===== config.mk =====
export PLATFORM = sky130hd
export DESIGN_NAME = hex_display_driver
export DESIGN_NICKNAME = d
export VERILOG_FILES = /design/src/rtl/hex_disp_pkg.sv /design/src/rtl/seg7_encode.sv /design/src/rtl/hex_display_driver.sv
export SDC_FILE = /design/constraint.sdc
export NUM_CORES = 1
export LEC_CHECK = 0
export BUFFER_PORTS_ARGS = -buffer_cell sky130_fd_sc_hd__buf_2
export CORE_MARGIN = 2
export CORE_UTILIZATION = 40
export CTS_CLUSTER_DIAMETER = 120
export CTS_CLUSTER_SIZE = 12
export DETAILED_ROUTE_END_ITERATION = 12
export PLACE_DENSITY = 0.62
export SETUP_SLACK_MARGIN = 0.2
export SLEW_MARGIN = 20
export SYNTH_ARGS = -nofsm -noshare
export SYNTH_HDL_FRONTEND = slang
export SYNTH_SLANG_ARGS = --single-unit
export TNS_END_PERCENT = 5

===== constraint.sdc =====
create_clock -name CLK -period 3 [get_ports CLK]
set_clock_uncertainty 0.1 [all_clocks]
set_input_delay 0.45 -clock CLK [delete_from_list [all_inputs] [get_ports CLK]]
set_output_delay 0.45 -clock CLK [all_outputs]
set_load 0.01 [all_outputs]

===== src/rtl/hex_disp_pkg.sv =====
// Shared constants for the hex display driver: segment table, blank pattern, counter sizing.
// Latency: n/a (constants and a pure function only).
// Backpressure: n/a.
package hex_disp_pkg;

    localparam int SEG_W = 7;

    localparam logic [SEG_W-1:0] SEG_BLANK = 7'b1111111;

    // Active-low patterns, bit6 = g .. bit0 = a, indexed by nibble value 0..F.
    localparam logic [SEG_W-1:0] SEG_TABLE [16] = '{
        7'b1000000,  // 0
        7'b1111001,  // 1
        7'b0100100,  // 2
        7'b0110000,  // 3
        7'b0011001,  // 4
        7'b0010010,  // 5
        7'b0000010,  // 6
        7'b1011000,  // 7
        7'b0000000,  // 8
        7'b0010000,  // 9
        7'b0001000,  // A
        7'b0000011,  // b
        7'b1000110,  // C
        7'b0100001,  // d
        7'b0000110,  // E
        7'b0001110   // F
    };

    // Width of a counter that must hold 0..div-1; never narrower than one bit.
    function automatic int ctr_width(input int div);
        return (div <= 2) ? 1 : $clog2(div);
    endfunction

endpackage


===== src/rtl/seg7_encode.sv =====
// Maps one hex nibble to its active-low 7-segment pattern.
// Latency: purely combinational.
// Backpressure: none.
module seg7_encode
    import hex_disp_pkg::*;
(
    input  logic [3:0]       nib,
    output logic [SEG_W-1:0] seg
);

    assign seg = SEG_TABLE[nib];

endmodule


===== src/rtl/hex_display_driver.sv =====
// Multi-digit 7-segment driver: latched value, leading-zero blanking, per-digit blink, optional scan mux.
// Latency: LOAD sample edge captures the value, the next edge registers HEX/DIG_EN (2 edges total).
// Backpressure: none; LOAD is accepted every cycle and simply overwrites the held value.
module hex_display_driver
    import hex_disp_pkg::*;
#(
    parameter int NUM_DIGITS = 4,
    parameter int BLINK_DIV  = 25000000,
    parameter int SCAN_EN    = 0,
    parameter int SCAN_DIV   = 50000
) (
    input  logic                        CLK,
    input  logic                        RST,
    input  logic                        LOAD,
    input  logic [4*NUM_DIGITS-1:0]     VALUE,
    input  logic                        BLANK_LZ,
    input  logic [NUM_DIGITS-1:0]       BLINK_EN,
    output logic [SEG_W*NUM_DIGITS-1:0] HEX,
    output logic [NUM_DIGITS-1:0]       DIG_EN
);

    localparam int BW = ctr_width(BLINK_DIV);
    localparam int SW = ctr_width(SCAN_DIV);
    localparam int IW = ctr_width(NUM_DIGITS);

    localparam logic [BW-1:0] BLINK_LAST = BW'(BLINK_DIV - 1);
    localparam logic [SW-1:0] SCAN_LAST  = SW'(SCAN_DIV - 1);
    localparam logic [IW-1:0] IDX_LAST   = IW'(NUM_DIGITS - 1);

    logic [4*NUM_DIGITS-1:0]     val_q;
    logic                        loaded_q;
    logic [BW-1:0]               blink_cnt;
    logic                        blink_hidden;
    logic [SW-1:0]               scan_cnt;
    logic [IW-1:0]               scan_idx;
    logic [SEG_W*NUM_DIGITS-1:0] raw_seg;
    logic [SEG_W*NUM_DIGITS-1:0] fin_seg;
    logic [NUM_DIGITS:0]         zero_from;
    logic [SEG_W-1:0]            scan_pat;

    for (genvar gi = 0; gi < NUM_DIGITS; gi++) begin : g_dig
        seg7_encode u_enc (
            .nib (val_q[4*gi +: 4]),
            .seg (raw_seg[SEG_W*gi +: SEG_W])
        );
    end

    // Hold the displayed value; loaded_q keeps the display dark until the first LOAD after reset.
    always_ff @(posedge CLK or posedge RST) begin
        if (RST) begin
            val_q    <= '0;
            loaded_q <= 1'b0;
        end else if (LOAD) begin
            val_q    <= VALUE;
            loaded_q <= 1'b1;
        end
    end

    // Free-running blink prescaler; LOAD restarts it visible so fresh data is never shown hidden.
    always_ff @(posedge CLK or posedge RST) begin
        if (RST) begin
            blink_cnt    <= '0;
            blink_hidden <= 1'b0;
        end else if (LOAD) begin
            blink_cnt    <= '0;
            blink_hidden <= 1'b0;
        end else if (blink_cnt == BLINK_LAST) begin
            blink_cnt    <= '0;
            blink_hidden <= ~blink_hidden;
        end else begin
            blink_cnt    <= blink_cnt + BW'(1);
        end
    end

    // Scan prescaler and digit index; parked at zero when driving all digits in parallel.
    always_ff @(posedge CLK or posedge RST) begin
        if (RST) begin
            scan_cnt <= '0;
            scan_idx <= '0;
        end else if (SCAN_EN != 0) begin
            if (scan_cnt == SCAN_LAST) begin
                scan_cnt <= '0;
                scan_idx <= (scan_idx == IDX_LAST) ? '0 : scan_idx + IW'(1);
            end else begin
                scan_cnt <= scan_cnt + SW'(1);
            end
        end else begin
            scan_cnt <= '0;
            scan_idx <= '0;
        end
    end

    // Final per-digit pattern: leading-zero, blink and not-yet-loaded blanking all OR together.
    always_comb begin
        zero_from             = '0;
        fin_seg               = '1;
        zero_from[NUM_DIGITS] = 1'b1;
        for (int i = NUM_DIGITS - 1; i >= 0; i--) begin
            zero_from[i] = zero_from[i+1] && (val_q[4*i +: 4] == 4'h0);
        end
        for (int i = 0; i < NUM_DIGITS; i++) begin
            if (!loaded_q
                || (BLANK_LZ && (i != 0) && zero_from[i])
                || (blink_hidden && BLINK_EN[i])) begin
                fin_seg[SEG_W*i +: SEG_W] = SEG_BLANK;
            end else begin
                fin_seg[SEG_W*i +: SEG_W] = raw_seg[SEG_W*i +: SEG_W];
            end
        end
    end

    // Pick the pattern of the currently scanned digit.
    always_comb begin
        scan_pat = SEG_BLANK;
        for (int i = 0; i < NUM_DIGITS; i++) begin
            if (scan_idx == IW'(i)) begin
                scan_pat = fin_seg[SEG_W*i +: SEG_W];
            end
        end
    end

    // Output registers: parallel drive of every slice, or the scanned digit on slot 0.
    always_ff @(posedge CLK or posedge RST) begin
        if (RST) begin
            HEX    <= '1;
            DIG_EN <= '1;
        end else if (SCAN_EN != 0) begin
            HEX          <= '1;
            HEX[SEG_W-1:0] <= scan_pat;
            DIG_EN       <= ~(NUM_DIGITS'(1) << scan_idx);
        end else begin
            HEX    <= fin_seg;
            DIG_EN <= '0;
        end
    end

endmodule


### After elaboration in Yosys (flattened, before gate mapping)

Memories as Yosys holds them, arrays and structs flattened.
Cells that the tools add are included.
W data, S select, Z words.

* bits in latches: 0
* input port bits: 24
* memories kept: 4
* RAM bits: 0
* bits in read-only memories: 448
* register bits: 75
* output and inout bits: 32
* word-level logic and storage cells: 58

Memories
* (no name shown): depth 16, bits a word 7, read ports 1, clocked after Yosys merged registers in 0, wr ports 0, RTL line seg7_encode.sv:11 `assign seg = SEG_TABLE[nib];`
* (no name shown): depth 16, bits a word 7, read ports 1, clocked after Yosys merged registers in 0, wr ports 0, RTL line seg7_encode.sv:11
* (no name shown): depth 16, bits a word 7, read ports 1, clocked after Yosys merged registers in 0, wr ports 0, RTL line seg7_encode.sv:11
* (no name shown): depth 16, bits a word 7, read ports 1, clocked after Yosys merged registers in 0, wr ports 0, RTL line seg7_encode.sv:11

* divide/modulo/power cells: 0
* order comparisons: 4
* muxes and demuxes: 16
* add/subtract/negate cells: 1
* multiply operators: 0
* reduce and logical (&&, ||, !) cells: 21
* shifts and indexed selects: 0
* equal/unequal tests: 1
* bitwise operators: 5

Operators by type and width (number)
* $mux W7: 12
* $mux W25: 2
* $add A25 B1 Y25 const B: 1
* $eq A25 B25 Y1 const B: 1
* $ge A5 B5 Y1 const B: 4
* $not A4 Y5: 4
* $logic_not A4 Y1: 3
* $logic_and A1 B1 Y1: 9
* $logic_or A1 B1 Y1: 7
* $mux W1: 2
* $reduce_bool A2 Y1: 1
* $logic_not A1 Y1: 1
* $not A1 Y1: 1

### Longest topological paths before layout

* depth after elaboration: 7
* depth in mapped cells: 7
* mapped depth without buffers: 6

### By module

From an unflattened synthesis, not the netlist that was laid out.

* cells, all modules: 377
* area, all modules: 4042.6 sq um

Modules (own cells, without submodules)
* hex_display_driver: times used 1, cells an instance 246, seq. area each 1838.0 sq um, area an instance 2984.1 sq um
* seg7_encode (g_dig[1].u_enc ...): times used 3, cells an instance 32, seq. area each 0.0 sq um, area an instance 266.5 sq um
* seg7_encode (g_dig[0].u_enc): times used 1, cells an instance 35, seq. area each 0.0 sq um, area an instance 259.0 sq um

### Worst setup path after synthesis

Ideal clock, no wire load.

* path type: reg-to-reg
* from: register blink_cnt[0]
* to: register blink_cnt[16]
* buffers on the path: 1
* library setup time: 78 ps
* clock period less this slack: 1980 ps
* slack: 1020 ps
* arrival time: 1802 ps
* stages on the path, launching flop included: 7
* data required time: 2822 ps
* cell sequence: dfrtp_1 ha_1 nand2_1 or3_1 buf_2 or4_1 a21oi_1

* word-level cells in the longest chain between the ends: 3
* elaborated cells on any way between the ends: 4
* those cells by class: add/sub (1); eq/ne (1); mux (2)

Ends and longest elaborated chain
* start, declared: RTL line hex_display_driver.sv:32 `logic [BW-1:0] blink_cnt;`
* start signal, assigned: RTL line hex_display_driver.sv:71 `blink_cnt <= blink_cnt + BW'(1);`
* $add A25 B1 Y25 / $eq A25 B25 Y1 (equally long branches): RTL line hex_display_driver.sv:71, hex_display_driver.sv:67
* $mux W25 (*): RTL line hex_display_driver.sv:67 `end else if (blink_cnt == BLINK_LAST) begin`
* $mux W25 (*): RTL line hex_display_driver.sv:64 `end else if (LOAD) begin`

Every way passes the cells marked *; elsewhere a longest branch is shown, timed or not.
A chain may end at the register's enable or synchronous reset.

### Worst setup path after layout

* from: register blink_cnt[4]
* to: register blink_cnt[16]

The elaborated chain is that of the path after synthesis.

==> results.env <==
CTS.REPAIR.RESIZED=0
SYN-MEAN-INSTANCE-AREA_SQ_UM=10.0
CLK_SINKS=72
MOSTFREQUENTLAYOUTCELLS='55 x sky130_fd_sc_hd__buf_2, 43 x sky130_fd_sc_hd__nand2_1, 43 x sky130_fd_sc_hd__dfrtp_1, 29 x sky130_fd_sc_hd__dfstp_2, 25 x sky130_fd_sc_hd__nor2_1'
WIRELENGTH_MICRONS=7470
NUM-FILL-CELLS=871
SYNTH_AREA_LEADER_CELL='sky130_fd_sc_hd__dfrtp_1'
GRT-OVFL-TOTAL=0
DETAIL_ROUTE.VIAS_PER_CELL=5.22
PROPORTION_OF_REGISTER_BITS_WITH_ASYNCHRONOUS_SET_OR_RESET_AFTER_SYNTHESIS_PCT=100
FIN_AREA_SQ_UM=4300
HOLDBUFCOUNTCTS=0
GRT_PASS1_WL_MICRONS=12400
SYNTH_FLOP_CELL='sky130_fd_sc_hd__dfrtp_1'
PLACE_CONGESTION=0.811
FF_LATCH_AREA_SQ_UM=1840
ROWS=35
YOSYS_REGISTER_BITS=72
LAYOUT-AREA-OVERHEAD-VS-SYNTH_PCT=13.9
POWER.LEAKAGE_nW=1.85
CHIPWIDTH_MICRONS=101
GRT_MAX_DEGREE=53
DP_HPWL_MICRONS=5140
MOST_COMMON_CELL_AFTER_LAYOUT_FILL_AND_TAPS_ASIDE='sky130_fd_sc_hd__buf_2'
PWR_DENSITY_CELL_nW_PER_UM2=532
RSZ0062_AT_GRT='no'
HOLD_PATH_CLASS='in -> async'
YS_WARN_COUNT=0
POST_SYNTH_NUM_CELL_TYPES=43
NETS=470
FIN_WORST_HOLD_SLACK_NS=0.00543
DPL.CELL_COUNT=522
ANTENNA_VIOLATIONS_BEFORE_REPAIR=0
FLOORPLAN.INITIALDENSITY_PCT=41.0
POST_ROUTE_CELLS_DRIVE_ABOVE_1_SHARE_PCT=26.0
NETLIST.AREA_LEADER.SHARE_PCT=28.5
SYNTH_ENABLE_FLOP_CELLS=0
WORST-PATH-MAX-FANOUT=11
MULTI_INPUT_COMB_AREA_SQ_UM=1750
FP.DIEH_MICRONS=101
SYN_NETS=425
ANTENNA_LEFT=0
FINALCRITICALPERIOD_NS=2.20
CTS.CLK_SLEW.WORST_PATHS_NS=0.08
OUTCOME='completed'
POST_SYNTH_INST_COUNT=377
LAYOUT_SETUP_WS_NS=0.798
PORT_BUFFERS=55
WORSTPATHARRIVAL_NS=2.38
POST-ROUTE-PERIOD-UTIL_PCT=73.4
REG2REG_SETUP_SLACK_NS=0.80
SYNTH_AREA_LEADERS='sky130_fd_sc_hd__dfrtp_1 29%, sky130_fd_sc_hd__dfstp_2 20%, sky130_fd_sc_hd__ha_1 8.0%, sky130_fd_sc_hd__nand2_1 4.3%, sky130_fd_sc_hd__o211ai_1 4.0%'
CTSHTREEMAXLEVEL=3
DIEAREA_SQ_UM=10200
VIAS=2806
DRC=0
CTS_TREE='built'
INSTANCES_NO_FILL=538
GRTUSAGETOTAL_PCT=15.5
WORST_SLEW_MARGIN_REL_PCT=48.6
NUMBER_OF_PRIMARY_I_O_PINS=56
INSERTEDDIODECOUNT=0
CTS_POST_SETUP_BUFFERS_INSERTED=0
CRITICAL_PATH_CLASS='reg -> reg'
PRECTSSETUPSLACK_NS=0.816
SETUP-TNS-FINAL_NS=0
PLACEABLECOREAREA_SQ_UM=9200
SYNTH_AREA_SQ_UM=3770
DETAILEDROUTE.FIRSTPASSITERATIONCOUNT=4
SYNTH.YOSYS.SEQ_AREA_SHARE_PCT=48.8
REG2REGPATHDEPTH=4
TIGHTESTPINTRANSITION_NS=0.764
MAXIMUM_ROOT_TO_SINK_BUFFER_COUNT=2
TIMING_MAX_TRANSITION_VIOLATIONS_FINAL=0
START_KIND='flop'
WORSTPATHREQUIRED_NS=3.18
DRTITER0DRC=97
CTS_ROOT_BUFFER='sky130_fd_sc_hd__clkbuf_8'
TIMING.MAX_CAP.VIOLATIONS=0
IR_WORST_VDD_mV=0.205
HOLD_VIOL_FINAL=0
SETUP_VIOL=0
CLK-INSERTION-DELAY-LATE_NS=0.35
CTS_BUFFERS=9
PLACED_CELL_AREA_SQ_UM=4100
GRT_PASS1_VIAS=2582
ROUTED_WIRE_LENGTH_PER_INSTANCE_MICRONS=13.9
CLOCK.FMAX_MHz=454
CP-END-KIND='flop'
==> layout make-up <==
type | count | share of cell area (%)
clock inverter | 5 | 1.31
multi-input combinational | 264 | 40.8
timing repair buffer | 57 | 7.05
inverter | 18 | 1.57
tap | 111 | 3.23
sequential | 72 | 42.8
clock buffer | 11 | 3.29
==> through the flow <==
step	total power [mW]	utilization, %
after global routing	2.40	46.7
final	2.28	46.7
after detailed placement	1.52	44.6
after CTS	2.31	46.7
after floorplan	1.40	-
after global placement	1.51	44.6
==> flip-flops by register name (all words and copies together), names as in the netlist <==
register / flops
loaded_q: 1
blink_hidden: 1
DIG_EN: 1
blink_cnt: 25
val_q: 16
HEX: 28
==> Yosys cell counts (9+ instances only) <==
cell type                  number
sky130_fd_sc_hd__ha_1          24
sky130_fd_sc_hd__o211ai_1      20
sky130_fd_sc_hd__nor2_1        25
sky130_fd_sc_hd__or4_1          9
sky130_fd_sc_hd__nand3_1       17
sky130_fd_sc_hd__xnor2_1        9
sky130_fd_sc_hd__o31ai_1        9
sky130_fd_sc_hd__dfrtp_1       43
sky130_fd_sc_hd__a21oi_1       13
sky130_fd_sc_hd__inv_1         18
sky130_fd_sc_hd__nand2b_1       9
sky130_fd_sc_hd__clkbuf_1      17
sky130_fd_sc_hd__nand2_1       43
sky130_fd_sc_hd__o21ai_0       21
sky130_fd_sc_hd__o311ai_0      11
sky130_fd_sc_hd__dfstp_2       29
==> power breakdown <==
group          switching [mW]  leakage, nW  internal, mW
Combinational           0.189        0.887         0.147
Sequential             0.0676        0.865          1.10
Clock                   0.376       0.0993         0.406
Total                   0.633         1.85          1.65
==> worst paths after layout <==
path	start	endpoint
max	blink_cnt[4]$_DFF_PP0_	blink_cnt[16]$_DFF_PP0_
min	RST	val_q[3]$_DFFE_PP0P_
max reg2reg	blink_cnt[4]$_DFF_PP0_	blink_cnt[16]$_DFF_PP0_
min reg2reg	blink_cnt[0]$_DFF_PP0_	blink_cnt[0]$_DFF_PP0_
max in group asynchronous	RST	HEX[23]$_DFF_PP1_
min in group CLK	VALUE[2]	val_q[2]$_DFFE_PP0P_
==> cells by family (layout without fill, tap and decap cells) <==
logic type / Yosys count / in the layout / share of synthesized area [%]
AND/OR/NAND/NOR: 135 / 135 / 18.3
AO/OA/AOI/OAI: 83 / 83 / 14.7
flip-flops: 72 / 72 / 48.8
buffers and inverters: 41 / 91 / 4.81
adder cells (fa/ha/maj): 24 / 24 / 7.97
XOR/XNOR: 11 / 11 / 2.56
multiplexers: 10 / 10 / 2.82
other: 1 / 1 / 0.0995
==> critical path, stage by stage, from the launching register on <==
cell,delay (ns)
sky130_fd_sc_hd__dfrtp_1,0.41
sky130_fd_sc_hd__nand4_1,0.35
sky130_fd_sc_hd__or3_1,0.62
sky130_fd_sc_hd__or4_1,0.51
sky130_fd_sc_hd__a21oi_1,0.15
==> metal layers <==
layer  track usage (%)  up-vias  share of wire (%)  routed length (microns)
li1                  -     1428                  -                        -
met1              21.8     1313                 50                     3700
met2              23.1       52                 45                     3330
met3              2.64       13                4.0                      301
met4              7.90        0                1.8                      137
met5                 0        -                  0                        0
Note: power is estimated with default switching activity, not from simulation.
